### src/rtl/txt_pkg.sv
// Shared definitions for the 70x30 character terminal.
// Purpose : screen geometry, video RAM address width, the ASCII control
//           codes the writer reacts to, and the writer's state encoding.
// Ports   : none (package).
package txt_pkg;

    localparam int unsigned COLS   = 70;
    localparam int unsigned ROWS   = 30;
    localparam int unsigned ADDR_W = 12;
    localparam int unsigned CELLS  = COLS * ROWS;

    localparam logic [7:0] ASCII_BS    = 8'h08;
    localparam logic [7:0] ASCII_FF    = 8'h0C;
    localparam logic [7:0] ASCII_CR    = 8'h0D;
    localparam logic [7:0] ASCII_SPACE = 8'h20;
    localparam logic [7:0] ASCII_TILDE = 8'h7E;

    typedef enum logic [1:0] {
        CLR_ALL = 2'd0,
        IDLE    = 2'd1,
        CLR_ROW = 2'd2
    } txt_state_t;

endpackage

### src/rtl/text_addr_map.sv
// Screen position to video RAM address translation, shared by the writer and
// the VGA read side.
// Purpose : rotate the screen row by top_row (ring-buffer scrolling) and
//           linearise (physical row, column) into a RAM address.
// Ports   : top_row  in  5       physical row shown at screen row 0
//           row      in  5       screen-relative row 0..ROWS-1
//           col      in  7       column 0..COLS-1
//           phys     out 5       physical RAM row
//           addr     out ADDR_W  phys*COLS + col
module text_addr_map
    import txt_pkg::*;
(
    input  logic [4:0]        top_row,
    input  logic [4:0]        row,
    input  logic [6:0]        col,
    output logic [4:0]        phys,
    output logic [ADDR_W-1:0] addr
);

    logic [5:0] sum;

    always_comb begin
        sum = {1'b0, top_row} + {1'b0, row};
        // Both operands are below ROWS, so one conditional subtract wraps.
        if (sum >= 6'(ROWS)) begin
            phys = 5'(sum - 6'(ROWS));
        end else begin
            phys = sum[4:0];
        end
        addr = ADDR_W'(phys) * ADDR_W'(COLS) + ADDR_W'(col);
    end

endmodule

### src/rtl/text_term_writer.sv
// Write side of the 70x30 character terminal.
// Purpose : accepts ASCII codes over valid/ready, keeps the cursor, per-row
//           line lengths and ring-buffer scroll offset, and drives the video
//           RAM write port (registered address/data/enable).
// Ports   : clk        in   1       system clock, posedge
//           clrn       in   1       asynchronous active-low reset
//           key_valid  in   1       key_ascii valid, held until accepted
//           key_ascii  in   8       ASCII code
//           key_ready  out  1       code can be accepted this cycle
//           ram_addr   out  ADDR_W  video RAM write address
//           ram_data   out  8       video RAM write data
//           ram_wren   out  1       video RAM write enable
//           cur_row    out  5       cursor row (screen-relative)
//           cur_col    out  7       cursor column
//           top_row    out  5       physical row shown at screen row 0
//           busy       out  1       full-screen or row clear in progress
module text_term_writer
    import txt_pkg::*;
(
    input  logic              clk,
    input  logic              clrn,
    input  logic              key_valid,
    input  logic [7:0]        key_ascii,
    output logic              key_ready,
    output logic [ADDR_W-1:0] ram_addr,
    output logic [7:0]        ram_data,
    output logic              ram_wren,
    output logic [4:0]        cur_row,
    output logic [6:0]        cur_col,
    output logic [4:0]        top_row,
    output logic              busy
);

    txt_state_t        state, state_n;
    logic [ADDR_W-1:0] cnt, cnt_n;
    logic [4:0]        row_n, top_n;
    logic [6:0]        col_n;
    logic [ADDR_W-1:0] addr_n;
    logic [7:0]        data_n;
    logic              wren_n;

    // Line length per physical row; indexing by physical row makes the
    // table scroll together with top_row for free.
    logic [6:0]        len [ROWS];
    logic              len_we, len_clr;
    logic [6:0]        len_wd;

    logic [4:0]        map_row, map_phys;
    logic [6:0]        map_col;
    logic [ADDR_W-1:0] map_addr;

    logic              xfer, is_print, do_nl;

    assign key_ready = (state == IDLE);
    assign busy      = (state != IDLE);
    assign xfer      = key_valid & key_ready;
    assign is_print  = (key_ascii >= ASCII_SPACE) && (key_ascii <= ASCII_TILDE);

    // One mapper serves every write: the cursor cell, the cell left of it
    // (backspace), the end of the previous row, or the row-clear column.
    always_comb begin
        map_row = cur_row;
        map_col = cur_col;
        if (state == CLR_ROW) begin
            map_col = cnt[6:0];
        end else if (state == IDLE && key_ascii == ASCII_BS) begin
            if (cur_col != 7'd0) begin
                map_col = cur_col - 7'd1;
            end else begin
                map_row = (cur_row != 5'd0) ? cur_row - 5'd1 : cur_row;
                map_col = 7'(COLS - 1);
            end
        end
    end

    text_addr_map u_map (
        .top_row (top_row),
        .row     (map_row),
        .col     (map_col),
        .phys    (map_phys),
        .addr    (map_addr)
    );

    always_comb begin
        state_n = state;
        cnt_n   = cnt;
        row_n   = cur_row;
        col_n   = cur_col;
        top_n   = top_row;
        addr_n  = ram_addr;
        data_n  = ram_data;
        wren_n  = 1'b0;
        len_we  = 1'b0;
        len_wd  = '0;
        len_clr = 1'b0;
        do_nl   = 1'b0;

        case (state)
            CLR_ALL: begin
                wren_n = 1'b1;
                addr_n = cnt;
                data_n = ASCII_SPACE;
                cnt_n  = cnt + ADDR_W'(1);
                if (cnt == ADDR_W'(CELLS - 1)) begin
                    cnt_n   = '0;
                    state_n = IDLE;
                end
            end

            CLR_ROW: begin
                wren_n = 1'b1;
                addr_n = map_addr;
                data_n = ASCII_SPACE;
                cnt_n  = cnt + ADDR_W'(1);
                if (cnt == ADDR_W'(COLS - 1)) begin
                    cnt_n   = '0;
                    state_n = IDLE;
                end
            end

            IDLE: begin
                if (xfer) begin
                    if (is_print) begin
                        wren_n = 1'b1;
                        addr_n = map_addr;
                        data_n = key_ascii;
                        if (cur_col == 7'(COLS - 1)) begin
                            len_we = 1'b1;
                            len_wd = 7'(COLS);
                            do_nl  = 1'b1;
                        end else begin
                            col_n = cur_col + 7'd1;
                        end
                    end else if (key_ascii == ASCII_CR) begin
                        len_we = 1'b1;
                        len_wd = cur_col;
                        do_nl  = 1'b1;
                    end else if (key_ascii == ASCII_BS) begin
                        if (cur_col != 7'd0) begin
                            col_n  = cur_col - 7'd1;
                            wren_n = 1'b1;
                            addr_n = map_addr;
                            data_n = ASCII_SPACE;
                        end else if (cur_row != 5'd0) begin
                            // A full previous row has no free cell after its
                            // text, so the cursor lands on its last cell and
                            // erases it; otherwise it sits just past the text.
                            row_n = cur_row - 5'd1;
                            if (len[map_phys] == 7'(COLS)) begin
                                col_n  = 7'(COLS - 1);
                                wren_n = 1'b1;
                                addr_n = map_addr;
                                data_n = ASCII_SPACE;
                            end else begin
                                col_n = len[map_phys];
                            end
                        end
                    end else if (key_ascii == ASCII_FF) begin
                        row_n   = '0;
                        col_n   = '0;
                        top_n   = '0;
                        len_clr = 1'b1;
                        cnt_n   = '0;
                        state_n = CLR_ALL;
                    end
                end
            end

            default: begin
                state_n = CLR_ALL;
                cnt_n   = '0;
            end
        endcase

        if (do_nl) begin
            col_n = '0;
            if (cur_row == 5'(ROWS - 1)) begin
                top_n = (top_row == 5'(ROWS - 1)) ? 5'd0 : top_row + 5'd1;
            end else begin
                row_n = cur_row + 5'd1;
            end
            cnt_n   = '0;
            state_n = CLR_ROW;
        end
    end

    always_ff @(posedge clk or negedge clrn) begin
        if (!clrn) begin
            state    <= CLR_ALL;
            cnt      <= '0;
            cur_row  <= '0;
            cur_col  <= '0;
            top_row  <= '0;
            ram_addr <= '0;
            ram_data <= ASCII_SPACE;
            ram_wren <= 1'b0;
        end else begin
            state    <= state_n;
            cnt      <= cnt_n;
            cur_row  <= row_n;
            cur_col  <= col_n;
            top_row  <= top_n;
            ram_addr <= addr_n;
            ram_data <= data_n;
            ram_wren <= wren_n;
        end
    end

    always_ff @(posedge clk or negedge clrn) begin
        if (!clrn) begin
            for (int unsigned i = 0; i < ROWS; i++) begin
                len[i] <= '0;
            end
        end else if (len_clr) begin
            for (int unsigned i = 0; i < ROWS; i++) begin
                len[i] <= '0;
            end
        end else if (len_we) begin
            len[map_phys] <= len_wd;
        end
    end

endmodule

### config.mk
export PLATFORM = sky130hd
export DESIGN_NAME = text_term_writer
export DESIGN_NICKNAME = d
export VERILOG_FILES = /design/src/rtl/txt_pkg.sv /design/src/rtl/text_addr_map.sv /design/src/rtl/text_term_writer.sv
export SDC_FILE = /design/constraint.sdc
export NUM_CORES = 1
export LEC_CHECK = 0
export ABC_AREA = 1
export CORE_ASPECT_RATIO = 0.6
export CORE_MARGIN = 2
export CORE_UTILIZATION = 35
export CTS_BUF_LIST = sky130_fd_sc_hd__clkbuf_2 sky130_fd_sc_hd__clkbuf_4 sky130_fd_sc_hd__clkbuf_8
export DETAILED_ROUTE_END_ITERATION = 8
export DONT_BUFFER_PORTS = 1
export MAX_ROUTING_LAYER = met4
export PLACE_DENSITY = 0.49
export RECOVER_POWER = 100
export SLEW_MARGIN = 40
export SYNTH_ARGS = -nofsm -noshare
export SYNTH_HDL_FRONTEND = slang
export SYNTH_SLANG_ARGS = --single-unit
### constraint.sdc
create_clock -name clk -period 8 [get_ports clk]
set_clock_uncertainty 0.15 [all_clocks]
set_input_delay 1.6 -clock clk [delete_from_list [all_inputs] [get_ports clk]]
set_output_delay 1.6 -clock clk [all_outputs]
set_load 0.05 [all_outputs]
**Yosys cells after proc, flatten, opt, wreduce, memory -nomap -nowiden**

Cells that the tools add are included.

- Register bits: 262
- Input port bits: 11
- Logic and storage cells: 202
- Output and inout port bits: 40

- Bitwise logic cells: 2
- Multipliers: 1
- Equality and inequality tests: 27
- Muxes and demuxes: 102
- Reduce and logical (&&, ||, !) cells: 18
- Magnitude comparators: 5
- Add/subtract/negate cells: 9

Operator list:

| kind | number |
|---|---|
| $mux W210 | 2 |
| $bwmux W210 | 1 |
| $mux W12 | 15 |
| $mux W7 | 22 |
| $mux W5 | 22 |
| $pmux W12 S3 | 2 |
| $mux W8 | 7 |
| $bmux W7 S5 | 1 |
| $demux W7 S5 | 1 |
| $eq A8 B4 Y1 const B | 3 |
| $mux W1 | 18 |
| $ne A3 B3 Y1 const B | 6 |
| $reduce_and A6 Y1 | 3 |
| $mux W2 | 8 |
| $pmux W8 S2 | 1 |
| $eq A7 B7 Y1 const B | 2 |
| $add A12 B1 Y12 const B | 1 |
| $add A12 B7 Y12 | 1 |
| $eq A12 B12 Y1 const B | 1 |
| $eq A12 B7 Y1 const B | 1 |
| $mul A5 B6 Y11 const B | 1 |
| $add A5 B1 Y5 const B | 2 |
| $eq A5 B5 Y1 const B | 2 |
| $ne A3 B1 Y1 const B | 3 |
| 30 further kinds | 38 |

**Longest topological paths before layout**

- Depth after elaboration: 22
- Gate-level depth with buffers: 44
- Gate-level depth less buffers: 44

**Modules after synthesis**

Synthesis repeated with hierarchy kept, for this count alone.

- Cells, all modules: 2008
- Area, all modules: 14727.9 um^2

Modules (own cells, without submodules):

| module | area an instance (um^2) | cells an instance | times used | seq. area each (um^2) |
|---|---|---|---|---|
| text_term_writer | 13590.5 | 1843 | 1 | 6557.5 |
| text_addr_map | 1137.3 | 165 | 1 | 0.0 |

**Worst setup path after synthesis**

Ideal clock, no wire load.

- Path kind: input to register
- From: input key_ascii[4]
- To: register ram_addr[11]
- Data arrival time: 7315 ps
- Buffers on the path: 0
- Required time: 7731 ps
- Cell stages on the path: 38
- Path slack: 416 ps
- Setup time: 119 ps
- Cells stage by stage: nor4_1 > inv_1 > nor4_2 > inv_1 > nor2_1 > inv_1 > nor2_1 > inv_1 > o21ai_0 > ha_1 > inv_1 > fa_1 > inv_1 > ha_1 > xor2_1 > nand2_1 > nand2_2 > inv_2 > (+2 left out) > ha_1 > nand3_1 > nand2_1 > xor2_1 > inv_1 > ha_1 > inv_1 > o21ai_0 > inv_1 > nor2_1 > inv_1 > nor2_1 > nand2_1 > nor2_1 > xnor2_1 > o21ai_0 > nand3_1 > nand2_1

- Longest elaborated chain between the ends: 17
- Elaborated cells between the ends (all ways): 34
- Classes of those cells: 3 x add/sub; 1 x mul; 3 x order compare; 7 x eq/ne; 16 x mux; 1 x bitwise; 3 x reduce/logical

Ends and longest elaborated chain:

| element | RTL line | source |
|---|---|---|
| start, declared | text_term_writer.sv:23 | `input logic [7:0] key_ascii,` |
| $eq A8 B4 Y1 | text_term_writer.sv:66, text_term_writer.sv:138 |  |
| $logic_and A1 B1 Y1 | text_term_writer.sv:66 | `end else if (state == IDLE && key_ascii == ASCII_BS) begin` |
| $mux W5 | text_term_writer.sv:66 |  |
| $mux W5 | text_term_writer.sv:64 | `if (state == CLR_ROW) begin` |
| $add A5 B5 Y6 | text_addr_map.sv:23 | `sum = {1'b0, top_row} + {1'b0, row};` |
| $sub A5 B5 Y5 / $ge A6 B5 Y1 (equally long branches) | text_addr_map.sv:26, text_addr_map.sv:25 |  |
| $mux W5 | text_addr_map.sv:25 | `if (sum >= 6'(ROWS)) begin` |
| $mul A5 B6 Y11 | text_addr_map.sv:30 | `addr = ADDR_W'(phys) * ADDR_W'(COLS) + ADDR_W'(col);` |
| $add A12 B7 Y12 | text_addr_map.sv:30 |  |
| $mux W12 | text_term_writer.sv:149 | `if (len[map_phys] == 7'(COLS)) begin` |
| $mux W12 | text_term_writer.sv:144 | `end else if (cur_row != 5'd0) begin` |
| $mux W12 | text_term_writer.sv:139 | `if (cur_col != 7'd0) begin` |
| $mux W12 | text_term_writer.sv:138 | `end else if (key_ascii == ASCII_BS) begin` |
| $mux W12 | text_term_writer.sv:134 | `end else if (key_ascii == ASCII_CR) begin` |
| $mux W12 | text_term_writer.sv:123 | `if (is_print) begin` |
| $mux W12 | text_term_writer.sv:122 | `if (xfer) begin` |
| $pmux W12 S3 | text_term_writer.sv:98 | `case (state)` |
| end signal, assigned | text_term_writer.sv:203 | `ram_addr <= addr_n;` |
| end, declared | text_term_writer.sv:25 | `output logic [ADDR_W-1:0] ram_addr,` |

Parallel ways exist; a longest one is shown, timed or not. The select of a mux whose other input is x is not followed.
A chain may end at the register's enable or synchronous reset.

**Worst setup path after layout**

Same ends and word-level chain as after synthesis.

==> flow_summary.ini <==
[timing]
tightest_slew_ns = 1.25
setup-violations-final = 0
fmax_ghz = 0.139
slew_violations = 0
rsz0062_at_grt = no
holdWs_ns = 0.369
maxSlewHeadroom = 0.168
min_period_over_period = 0.899
hold_violations = 0
finalCriticalPeriod_ns = 7.19

[place]
dp.cells = 2432
gp_congestion = 0.912
dp_hpwl_um = 31400
place_area_mm2 = 0.0154
portBuffers = 0

[yosys]
synthFlopType = dfrtp_1
synth_commonest_cells = inv_1 (355), nand2_1 (353), dfrtp_1 (261)
synth.yosys.warnings = 0
synth-edff-count = 0
synth_area_leaders = dfrtp_1 (44%), o22ai_1 (9.3%), inv_1 (9.0%)
synthCells = 1916
synth_top_area_share = 0.443
netlist_area_mm2 = 0.0147
ys_seq_elements = 262
yosysMostFrequentCell = inv_1
syn-num-nets = 1974
synth_area_per_cell_um2 = 7.69
async_flop_share = 1.00
yosysUniqueCellTypes = 44
yosysSeqAreaShare = 0.445
synth_top_cell_by_area = dfrtp_1

[die]
die_area_mm2 = 0.0438
start_util = 0.353
die_h_um = 163
core_area_mm2 = 0.0417
num_rows = 58
die_w_um = 269
num_io_pins = 51

[route]
vias = 13200
drc = 0
drtAntennaViolNets = 0
vias_per_cell = 5.28
wirelength_um = 47800
wl_per_cell_um = 19.1
dr.pass1.iters = 5
drt_iter0_markers = 1321

[run_status]
status = finished clean

[worst_setup_path]
end_kind = register
worstSetupPathType = in -> reg
cpMostUsedCell = inv_1
arrival_ns = 7.53
crit_slowest_cell = fa_1
cp.required_ns = 8.34
startpoint_type = input pin
critPathMaxFanout = 6
cpPeakStageDelay_ns = 0.37

[clock_tree]
hold_buffers = 0
clk_path_buf_depth = 3
cts_setup_buffers = 0
cts_tree = done
clkTransAtPathRegs_ns = 0.07
clkSinkCount = 262
h-tree-depth = 2
cts_buffers = 41
root_buffer = clkbuf_8
worstSkewPairLatency_ns = 0.61
postCtsResizedCells = 0

[grt]
grt.busiest_layer = met1
grt_max_degree = 263
first_global_vias = 12400
grt_pass1_wl_um = 74800
grtUsageMet2 = 0.275
antenna_found_initial = 0
grt_use_total = 0.228
grtUsageMet3 = 0.0510
grt-ovfl-total = 0
grt_use_met1 = 0.373

[layout]
areaGrowthSynthToFinish_pct = 9.85
nFillCells = 4419
seqCellArea_mm2 = 0.00656
num-nets-final = 1963
fin_cells = 2505
multi_input_area_mm2 = 0.00642
drive_gt1_frac = 0.0636
diodes = 0
design_area_mm2 = 0.0162

[run]
drv_cap = 0

[worst_hold_path]
hold_path.class = reg -> reg
layout by cell type, fill, tap and decap left out, types with 12 or more instances in the layout:
| cell type | instances |
|---|---|
| ha_1 | 43 |
| nor2_1 | 104 |
| a21oi_1 | 44 |
| o22ai_1 | 220 |
| inv_1 | 359 |
| o21ai_0 | 203 |
| xor2_1 | 16 |
| nand3_1 | 138 |
| buf_4 | 21 |
| nor3_1 | 16 |
| dfrtp_1 | 261 |
| clkbuf_8 | 53 |
| nand2_1 | 357 |
| clkbuf_4 | 12 |
logic make-up (layout without fill, tap and decap cells):
group           Yosys count  after routing  share of synthesized area
compound gates          490            490                      0.192
xor+xnor                 22             22                     0.0131
fa+ha+maj                47             47                     0.0414
buf+inv                 446            465                      0.118
flops                   262            262                      0.445
mux                       1              1                   0.000679
simple gates            648            648                      0.190
sequential cells by signal (all words and copies together) (netlist names):
| name | count |
|---|---|
| ram_addr | 12 |
| state | 2 |
| len | 210 |
| cur_row | 5 |
| cnt | 12 |
| ram_wren | 1 |
| top_row | 5 |
| cur_col | 7 |
| ram_data | 8 |
critical path, delay by kind of cell:
family                     cells  cell delay (ns)
buffers and inverters         12             0.99
and+or+nand+nor               19             2.40
xor gates and xnor gates       2             0.32
AOI/OAI and AO/OA              3             0.46
adders and majority gates      6             1.75
area by class of cell:
| cell class | count | share of cell area |
|---|---|---|
| clock buffer | 65 | 0.0506 |
| clock inverter | 8 | 0.00688 |
| inverter | 363 | 0.0842 |
| multi-input combinational | 1208 | 0.397 |
| sequential | 262 | 0.405 |
| tap | 570 | 0.0441 |
| timing repair buffer | 29 | 0.0127 |
per-layer routing:
metal,part of all wire,vias up
li1,-,6291
met1,0.54,6443
met2,0.37,435
met3,0.078,49
met4,0.011,0
met5,0,-
metrics by stage:
| stage | worst slack [ns] | TNS, ns | util |
|---|---|---|---|
| floorplan | 0.416 | 0 | - |
| global placement | -0.0459 | -0.0459 | 0.368 |
| detailed placement | -0.0769 | -0.0948 | 0.368 |
| CTS | 0.506 | 0 | 0.390 |
| global route | 0.0410 | 0 | 0.388 |
| finish | 0.810 | 0 | 0.388 |
final timing paths:
path	from	endpoint	slack, ns	cells past startpoint
setup / recovery	key_ascii[4]	ram_addr[11]	0.81	42
hold / removal	len[93]	len[93]	0.37	2
setup reg to reg	cur_col[0]	ram_addr[11]	0.84	39
hold reg to reg	len[93]	len[93]	0.37	2
max in group asynchronous	clrn	cur_row[3]	6.43	0
min in group asynchronous	clrn	cur_row[2]	0.55	0
Power is left out: the tool's default activity adds up to more than one toggle a clock period on the data nets, which glitch-free logic cannot reach.
